### src/rtl/hazard_ctrl_pkg.sv
// Shared types and constants for the pipeline hazard sequencer:
// FSM encoding, register-zero index and the control-word presets.
package hazard_ctrl_pkg;

  localparam int          DEF_CNT_W = 16;
  localparam logic [4:0]  REG_ZERO  = 5'd0;

  typedef enum logic [1:0] {
    ST_RUN      = 2'd0,
    ST_MEM_WAIT = 2'd1,
    ST_ERR      = 2'd2
  } state_e;

  typedef struct packed {
    logic pc_write;
    logic ifid_write;
    logic idex_write;
    logic exmem_write;
    logic ifid_flush;
    logic idex_flush;
    logic exmem_flush;
    logic pc_src;
  } ctrl_t;

  // Latch-clearing word driven while reset is held: capture everything, flush everything.
  localparam ctrl_t CTRL_RESET = '{pc_write: 1'b1, ifid_write: 1'b1, idex_write: 1'b1,
                                   exmem_write: 1'b1, ifid_flush: 1'b1, idex_flush: 1'b1,
                                   exmem_flush: 1'b1, pc_src: 1'b0};
  localparam ctrl_t CTRL_FREEZE = '0;
  localparam ctrl_t CTRL_BRANCH = '{pc_write: 1'b1, ifid_write: 1'b1, idex_write: 1'b1,
                                    exmem_write: 1'b1, ifid_flush: 1'b1, idex_flush: 1'b1,
                                    exmem_flush: 1'b1, pc_src: 1'b1};
  localparam ctrl_t CTRL_BUBBLE = '{pc_write: 1'b0, ifid_write: 1'b0, idex_write: 1'b1,
                                    exmem_write: 1'b1, ifid_flush: 1'b0, idex_flush: 1'b1,
                                    exmem_flush: 1'b0, pc_src: 1'b0};
  localparam ctrl_t CTRL_RUN = '{pc_write: 1'b1, ifid_write: 1'b1, idex_write: 1'b1,
                                 exmem_write: 1'b1, ifid_flush: 1'b0, idex_flush: 1'b0,
                                 exmem_flush: 1'b0, pc_src: 1'b0};

  function automatic logic load_use(input logic       ex_mem_read,
                                    input logic [4:0] ex_dest,
                                    input logic [4:0] id_rs1,
                                    input logic [4:0] id_rs2);
    return ex_mem_read && (ex_dest != REG_ZERO) &&
           ((ex_dest == id_rs1) || (ex_dest == id_rs2));
  endfunction

endpackage

### src/rtl/hazard_ctrl_sat_counter.sv
// Saturating up-counter with synchronous active-low clear; holds at all-ones.
module hazard_ctrl_sat_counter #(
  parameter int W = 16
) (
  input  logic         i_clk,
  input  logic         i_clr_n,
  input  logic         i_inc,
  output logic [W-1:0] o_count
);

  logic [W-1:0] r_count;

  // NOTE: sequential state uses non-blocking assignments so every flop samples pre-edge values.
  always_ff @(posedge i_clk) begin
    if (!i_clr_n) begin
      r_count <= '0;
    end else if (i_inc && (r_count != '1)) begin
      r_count <= r_count + 1'b1;
    end
  end

  assign o_count = r_count;

endmodule

### src/rtl/hazard_ctrl.sv
// Pipeline sequencer: per-latch write/flush controls from branch, load-use and
// memory-wait events, a memory-wait FSM with timeout, and stall/flush counters.
module hazard_ctrl
  import hazard_ctrl_pkg::*;
#(
  parameter int CNT_W   = DEF_CNT_W,
  parameter int TIMEOUT = 64
) (
  input  logic             CLK_i,
  input  logic             RSTn_i,
  input  logic [4:0]       idRs1_i,
  input  logic [4:0]       idRs2_i,
  input  logic             exMemRead_i,
  input  logic [4:0]       exRegDest_i,
  input  logic             memBranch_i,
  input  logic             memAluZero_i,
  input  logic             memRead_i,
  input  logic             memWrite_i,
  input  logic             dmemReady_i,
  output logic             PCWrite_o,
  output logic             IFIDWrite_o,
  output logic             IDEXWrite_o,
  output logic             EXMEMWrite_o,
  output logic             IFIDFlush_o,
  output logic             IDEXFlush_o,
  output logic             EXMEMFlush_o,
  output logic             PCSrc_o,
  output logic [1:0]       state_o,
  output logic [CNT_W-1:0] stallCnt_o,
  output logic [CNT_W-1:0] flushCnt_o,
  output logic             memTimeout_o
);

  localparam logic [CNT_W-1:0] TIMEOUT_C = CNT_W'(TIMEOUT);

  logic             w_mem_busy;
  logic             w_br_taken;
  logic             w_ld_use;
  logic             w_stall_inc;
  logic             w_flush_inc;
  ctrl_t            w_ctrl;

  state_e           r_state;
  state_e           w_state_nxt;
  logic [CNT_W-1:0] r_wait_cnt;
  logic [CNT_W-1:0] w_wait_nxt;
  logic [CNT_W-1:0] w_wait_inc;
  logic             r_timeout;
  logic             w_timeout_nxt;

  assign w_mem_busy = (memRead_i | memWrite_i) & ~dmemReady_i;
  assign w_br_taken = memBranch_i & memAluZero_i;
  assign w_ld_use   = load_use(exMemRead_i, exRegDest_i, idRs1_i, idRs2_i);

  // A stalled cycle counts once; a load-use under a taken branch is flushed, not stalled.
  assign w_stall_inc = w_mem_busy | (w_ld_use & ~w_br_taken);
  assign w_flush_inc = w_br_taken & ~w_mem_busy;

  // Controls depend only on the live events: MEM_WAIT and ERR freeze purely through memBusy.
  always_comb begin
    // NOTE: default first so every path assigns w_ctrl and no latch is inferred.
    w_ctrl = CTRL_RUN;
    if (!RSTn_i) begin
      w_ctrl = CTRL_RESET;
    end else if (w_mem_busy) begin
      w_ctrl = CTRL_FREEZE;
    end else if (w_br_taken) begin
      w_ctrl = CTRL_BRANCH;
    end else if (w_ld_use) begin
      w_ctrl = CTRL_BUBBLE;
    end
  end

  assign PCWrite_o    = w_ctrl.pc_write;
  assign IFIDWrite_o  = w_ctrl.ifid_write;
  assign IDEXWrite_o  = w_ctrl.idex_write;
  assign EXMEMWrite_o = w_ctrl.exmem_write;
  assign IFIDFlush_o  = w_ctrl.ifid_flush;
  assign IDEXFlush_o  = w_ctrl.idex_flush;
  assign EXMEMFlush_o = w_ctrl.exmem_flush;
  assign PCSrc_o      = w_ctrl.pc_src;

  assign w_wait_inc = r_wait_cnt + 1'b1;

  always_comb begin
    w_state_nxt   = r_state;
    w_wait_nxt    = r_wait_cnt;
    w_timeout_nxt = r_timeout;
    case (r_state)
      ST_MEM_WAIT: begin
        if (w_mem_busy) begin
          w_wait_nxt = w_wait_inc;
          if (w_wait_inc == TIMEOUT_C) begin
            w_state_nxt   = ST_ERR;
            w_timeout_nxt = 1'b1;
          end
        end else begin
          w_state_nxt = ST_RUN;
        end
      end
      ST_ERR: begin
        w_state_nxt = ST_ERR;
      end
      default: begin
        // Unused encoding 3 behaves as RUN.
        w_state_nxt = ST_RUN;
        if (w_mem_busy) begin
          w_state_nxt = ST_MEM_WAIT;
          w_wait_nxt  = '0;
        end
      end
    endcase
  end

  always_ff @(posedge CLK_i) begin
    if (!RSTn_i) begin
      r_state    <= ST_RUN;
      r_wait_cnt <= '0;
      r_timeout  <= 1'b0;
    end else begin
      r_state    <= w_state_nxt;
      r_wait_cnt <= w_wait_nxt;
      r_timeout  <= w_timeout_nxt;
    end
  end

  assign state_o      = r_state;
  assign memTimeout_o = r_timeout;

  hazard_ctrl_sat_counter #(.W(CNT_W)) u_stall_cnt (
    .i_clk   (CLK_i),
    .i_clr_n (RSTn_i),
    .i_inc   (w_stall_inc),
    .o_count (stallCnt_o)
  );

  hazard_ctrl_sat_counter #(.W(CNT_W)) u_flush_cnt (
    .i_clk   (CLK_i),
    .i_clr_n (RSTn_i),
    .i_inc   (w_flush_inc),
    .o_count (flushCnt_o)
  );

endmodule

### config.mk
export PLATFORM = sky130hd
export DESIGN_NAME = hazard_ctrl
export DESIGN_NICKNAME = d
export VERILOG_FILES = /design/src/rtl/hazard_ctrl_pkg.sv /design/src/rtl/hazard_ctrl_sat_counter.sv /design/src/rtl/hazard_ctrl.sv
export SDC_FILE = /design/constraint.sdc
export NUM_CORES = 1
export LEC_CHECK = 0
export ABC_AREA = 0
export CAP_MARGIN = 10
export CELL_PAD_IN_SITES_DETAIL_PLACEMENT = 1
export CELL_PAD_IN_SITES_GLOBAL_PLACEMENT = 1
export CORE_MARGIN = 2
export CORE_UTILIZATION = 27
export DETAILED_ROUTE_END_ITERATION = 8
export GPL_TIMING_DRIVEN = 0
export PLACE_DENSITY_LB_ADDON = 0.1
export SETUP_SLACK_MARGIN = 0.05
export SLEW_MARGIN = 40
export SYNTH_ARGS = -nofsm -noshare
export SYNTH_HDL_FRONTEND = slang
export SYNTH_SLANG_ARGS = --single-unit
### constraint.sdc
create_clock -name CLK_i -period 3.32 [get_ports CLK_i]
set_input_delay 0.664 -clock CLK_i [delete_from_list [all_inputs] [get_ports CLK_i]]
set_output_delay 0.664 -clock CLK_i [all_outputs]
set_load 0.02 [all_outputs]
==> results.py <==
metrics = {
    "outcome": {
        "outcome": "finished, final reports clean",
    },
    "drt": {
        "drtPass1Iterations": 4,
        "initialDrtViolationCount": 99,
        "routed_wirelength_um": 9730,
        "detail_route.wl_per_cell_um": 16.6,
        "antenna_violating_nets_post_route": 0,
        "detailroute.via_count": 3081,
        "detail_route.vias_per_cell": 5.24,
        "drcViolationCount": 0,
    },
    "worst_setup_path": {
        "worstSetupEndpointType": "output pin",
        "crit_chain": "clkdlybuf4s50_1 -> or4_1 -> o21a_2 -> a31oi_4 -> nand2b_1 -> buf_4 -> clkdlybuf4s15_2",
        "crit_arrival_ns": 2.51,
        "cpPeakStageDelay_ns": 0.47,
        "cp_slowest_cell": "sky130_fd_sc_hd__clkdlybuf4s50_1",
        "worst-endpoint-required_ns": 2.66,
        "worstSetupPathType": "in2out",
        "cp_max_fo": 3,
        "startpoint_type": "input pin",
    },
    "final_layout": {
        "finish.net_count": 476,
        "post_route_cells_drive_above_1_share": 0.0915,
        "final_design_area_no_fill_um2": 4080,
        "antenna-diode-count": 0,
        "syn_to_final_growth_pct": 33.5,
    },
    "place": {
        "dpl_cell_area_um2": 3880,
        "place_congestion": 0.803,
        "hpwl_um": 7190,
        "buffer_ports.inserted": 65,
    },
    "floorplanning": {
        "floorplan.rows": 38,
        "die_height_um": 110,
        "core-area_um2": 10900,
        "die_wd_um": 110,
        "die_area_um2": 12200,
        "initial_utilization": 0.279,
        "pin_count": 66,
    },
    "sta": {
        "slew_headroom": 0.532,
        "period_share": 0.956,
        "final_hold_viol_count": 0,
        "final.setup_skew_ns": 0.00482,
        "layout_min_cycle_time_ns": 3.17,
        "fin_setup_tns_ns": 0,
        "fmax_achieved_ghz": 0.315,
        "fin_worst_hold_slack_ns": 0.476,
        "final-setup-viol-count": 0,
        "unrepaired_setup_endpoints_after_global_routing": "no",
        "worst-slew-pin-transition_ns": 0.702,
        "finalMaxSlewViolations": 0,
    },
    "clocking": {
        "tritoncts_clock_tree": "yes",
        "clock_path_buffers": 2,
        "path_clk_slew_ns": 0.07,
        "sinks_on_the_clock_net": 51,
        "cts_root_buffer": "sky130_fd_sc_hd__clkbuf_16",
        "insertion_delay_ns": 0.30,
        "tritoncts.num_buffers": 5,
        "cts.htree.levels": 2,
        "holdBufCountCts": 0,
    },
    "global_route": {
        "grtUsageTotal": 0.167,
        "grt_overflow_total": 0,
        "grt_antenna_before_repair": 0,
        "pin_count_of_the_biggest_net_entering_global_routing": 19,
        "first_global_vias": 3077,
        "global_route_wire_length_before_repair_um": 15900,
    },
    "synth": {
        "yosysWarnings": 0,
        "synth_enable_flop_cells": 0,
        "netlist_area_um2": 3050,
        "post_synthesis_async_set_or_reset_flop_share": 0,
        "syn_area_cell_um2": 8.17,
        "postSynthCellCount": 374,
        "ys_seq_area_frac": 0.334,
        "synth.ff_latch_count": 51,
        "post-synth-top-area-fraction": 0.334,
        "mappedNetlistNets": 403,
        "synth_flop_cell": "sky130_fd_sc_hd__dfxtp_1",
        "synth_area_leaders": "sky130_fd_sc_hd__dfxtp_1, sky130_fd_sc_hd__nor2_1, sky130_fd_sc_hd__nand3_1",
        "post-synth-top-area-cell": "sky130_fd_sc_hd__dfxtp_1",
        "synth.lib_cells_used.distinct": 59,
    },
    "power": {
        "power.net_switching_mw": 0.367,
        "p_leak_nw": 1.42,
        "pwr-share-comb": 0.129,
        "worst_ir_drop_vdd_v": 0.000213,
        "seqPwrFrac": 0.461,
        "cellInternalPower_mw": 0.986,
        "cellPowerDensity_nw_per_um2": 332,
        "power.share.switching": 0.271,
        "clock_power_share": 0.410,
    },
    "hold_path": {
        "hold_class": "reg2reg",
    },
    "run": {
        "maxCapViolCount": 0,
    },
}
-- synth_stat cells (all sizes together), types with 3 or more instances --
library cell and instances:
dfxtp 51, nor2 38, nand2 33, nand3 29, a21oi 25, o21ai 16, xor2 16, xnor2 15
clkbuf 13, o31ai 13, nand4 12, or4 12, buf 10, and3 7, inv 7, ha 6
nor3 6, or3 6, a31oi 5, and4 5, nor4 5, a22oi 3, a311oi 3, nand2b 3
nor3b 3, o211a 3
-- final cells by class --
cell class	instances	area (um^2)
Tap cell	140	175
Fill cell	1334	6860
Sequential cell	51	1020
Timing Repair Buffer	66	669
Buffer	23	138
Inverter	8	33.8
Multi-Input combinational cell	292	1890
Clock buffer	5	125
Clock inverter	3	27.5
-- timing repair --
item                                   in CTS  in global routing
setup buffers                               0                  1
setup endpoints to repair                   5                  6
gates resized for setup                    11                  9
endpoints found under the hold margin       0                  0
pin swaps                                   1                  1
-- worst paths after layout --
kind	cells after the start	end	from	slack, ns
hold / removal	1	memTimeout_o	memTimeout_o	0.48
setup reg to reg	7	state_o[0]	r_wait_cnt[0]	0.88
setup / recovery	7	PCWrite_o	exRegDest_i[4]	0.15
hold reg to reg	1	memTimeout_o	memTimeout_o	0.48
-- through the flow --
| stage | setup slack, ns | utilization | power, mW | std cells |
|---|---|---|---|---|
| floorplan | 0.535 | - | 0.730 | 374 |
| global placement | -0.547 | 0.355 | 0.810 | 579 |
| detailed placement | -0.569 | 0.355 | 0.811 | 579 |
| CTS | -0.0254 | 0.370 | 1.37 | 587 |
| global route | 0.0512 | 0.373 | 1.41 | 588 |
| finish | 0.148 | 0.373 | 1.35 | 588 |
-- critical path: cells and delay by family --
kind | cells | cell delay, ns
AOI/OAI and AO/OA | 2 | 0.44
and+or+nand+nor | 2 | 0.57
buffers and inverters | 3 | 0.83
-- layout by cell type, fill, tap and decap left out, drive strengths merged, types with 7 or more instances in the layout --
master          n
a21oi          25
and3            7
buf            12
clkbuf         17
clkdlybuf4s50  58
dfxtp          51
inv             9
nand2          33
nand3          29
nand4          12
nor2           38
o21ai          16
o31ai          13
or4            12
xnor2          15
xor2           16
-- routing by layer --
layer | track usage | wire, um | vias to the layer above
met1 | 0.228 | 4920 | 1507
met4 | 0.0411 | 140 | 0
met2 | 0.277 | 4510 | 36
met3 | 0.0253 | 154 | 11
met5 | 0 | 0 | -
li1 | - | - | 1527
-- flip-flops by register name (all words and copies together) (netlist names) --
register and cells:
r_wait_cnt 16, u_flush_cnt.o_count 16, u_stall_cnt.o_count 16, state_o 2
memTimeout_o 1
-- cells by family after synthesis --
family / Yosys count / share of synthesized area
AO/OA/AOI/OAI: 87 / 0.202
adder cells (fa/ha/maj): 6 / 0.0246
AND/OR/NAND/NOR: 166 / 0.290
flip-flops: 51 / 0.334
multiplexers: 2 / 0.00655
XOR/XNOR: 31 / 0.0889
buffers and inverters: 31 / 0.0541
-- power by group through the flow --
stage                     logic (mW)  clock network, mW  registers [mW]
after floorplan               0.0886                  0           0.641
after global placement         0.172                  0           0.638
after detailed placement       0.173                  0           0.638
after CTS                      0.175              0.572           0.623
after global routing           0.189              0.596           0.625
final                          0.175              0.554           0.623
No activity file was read; power rests on OpenSTA's default activity.
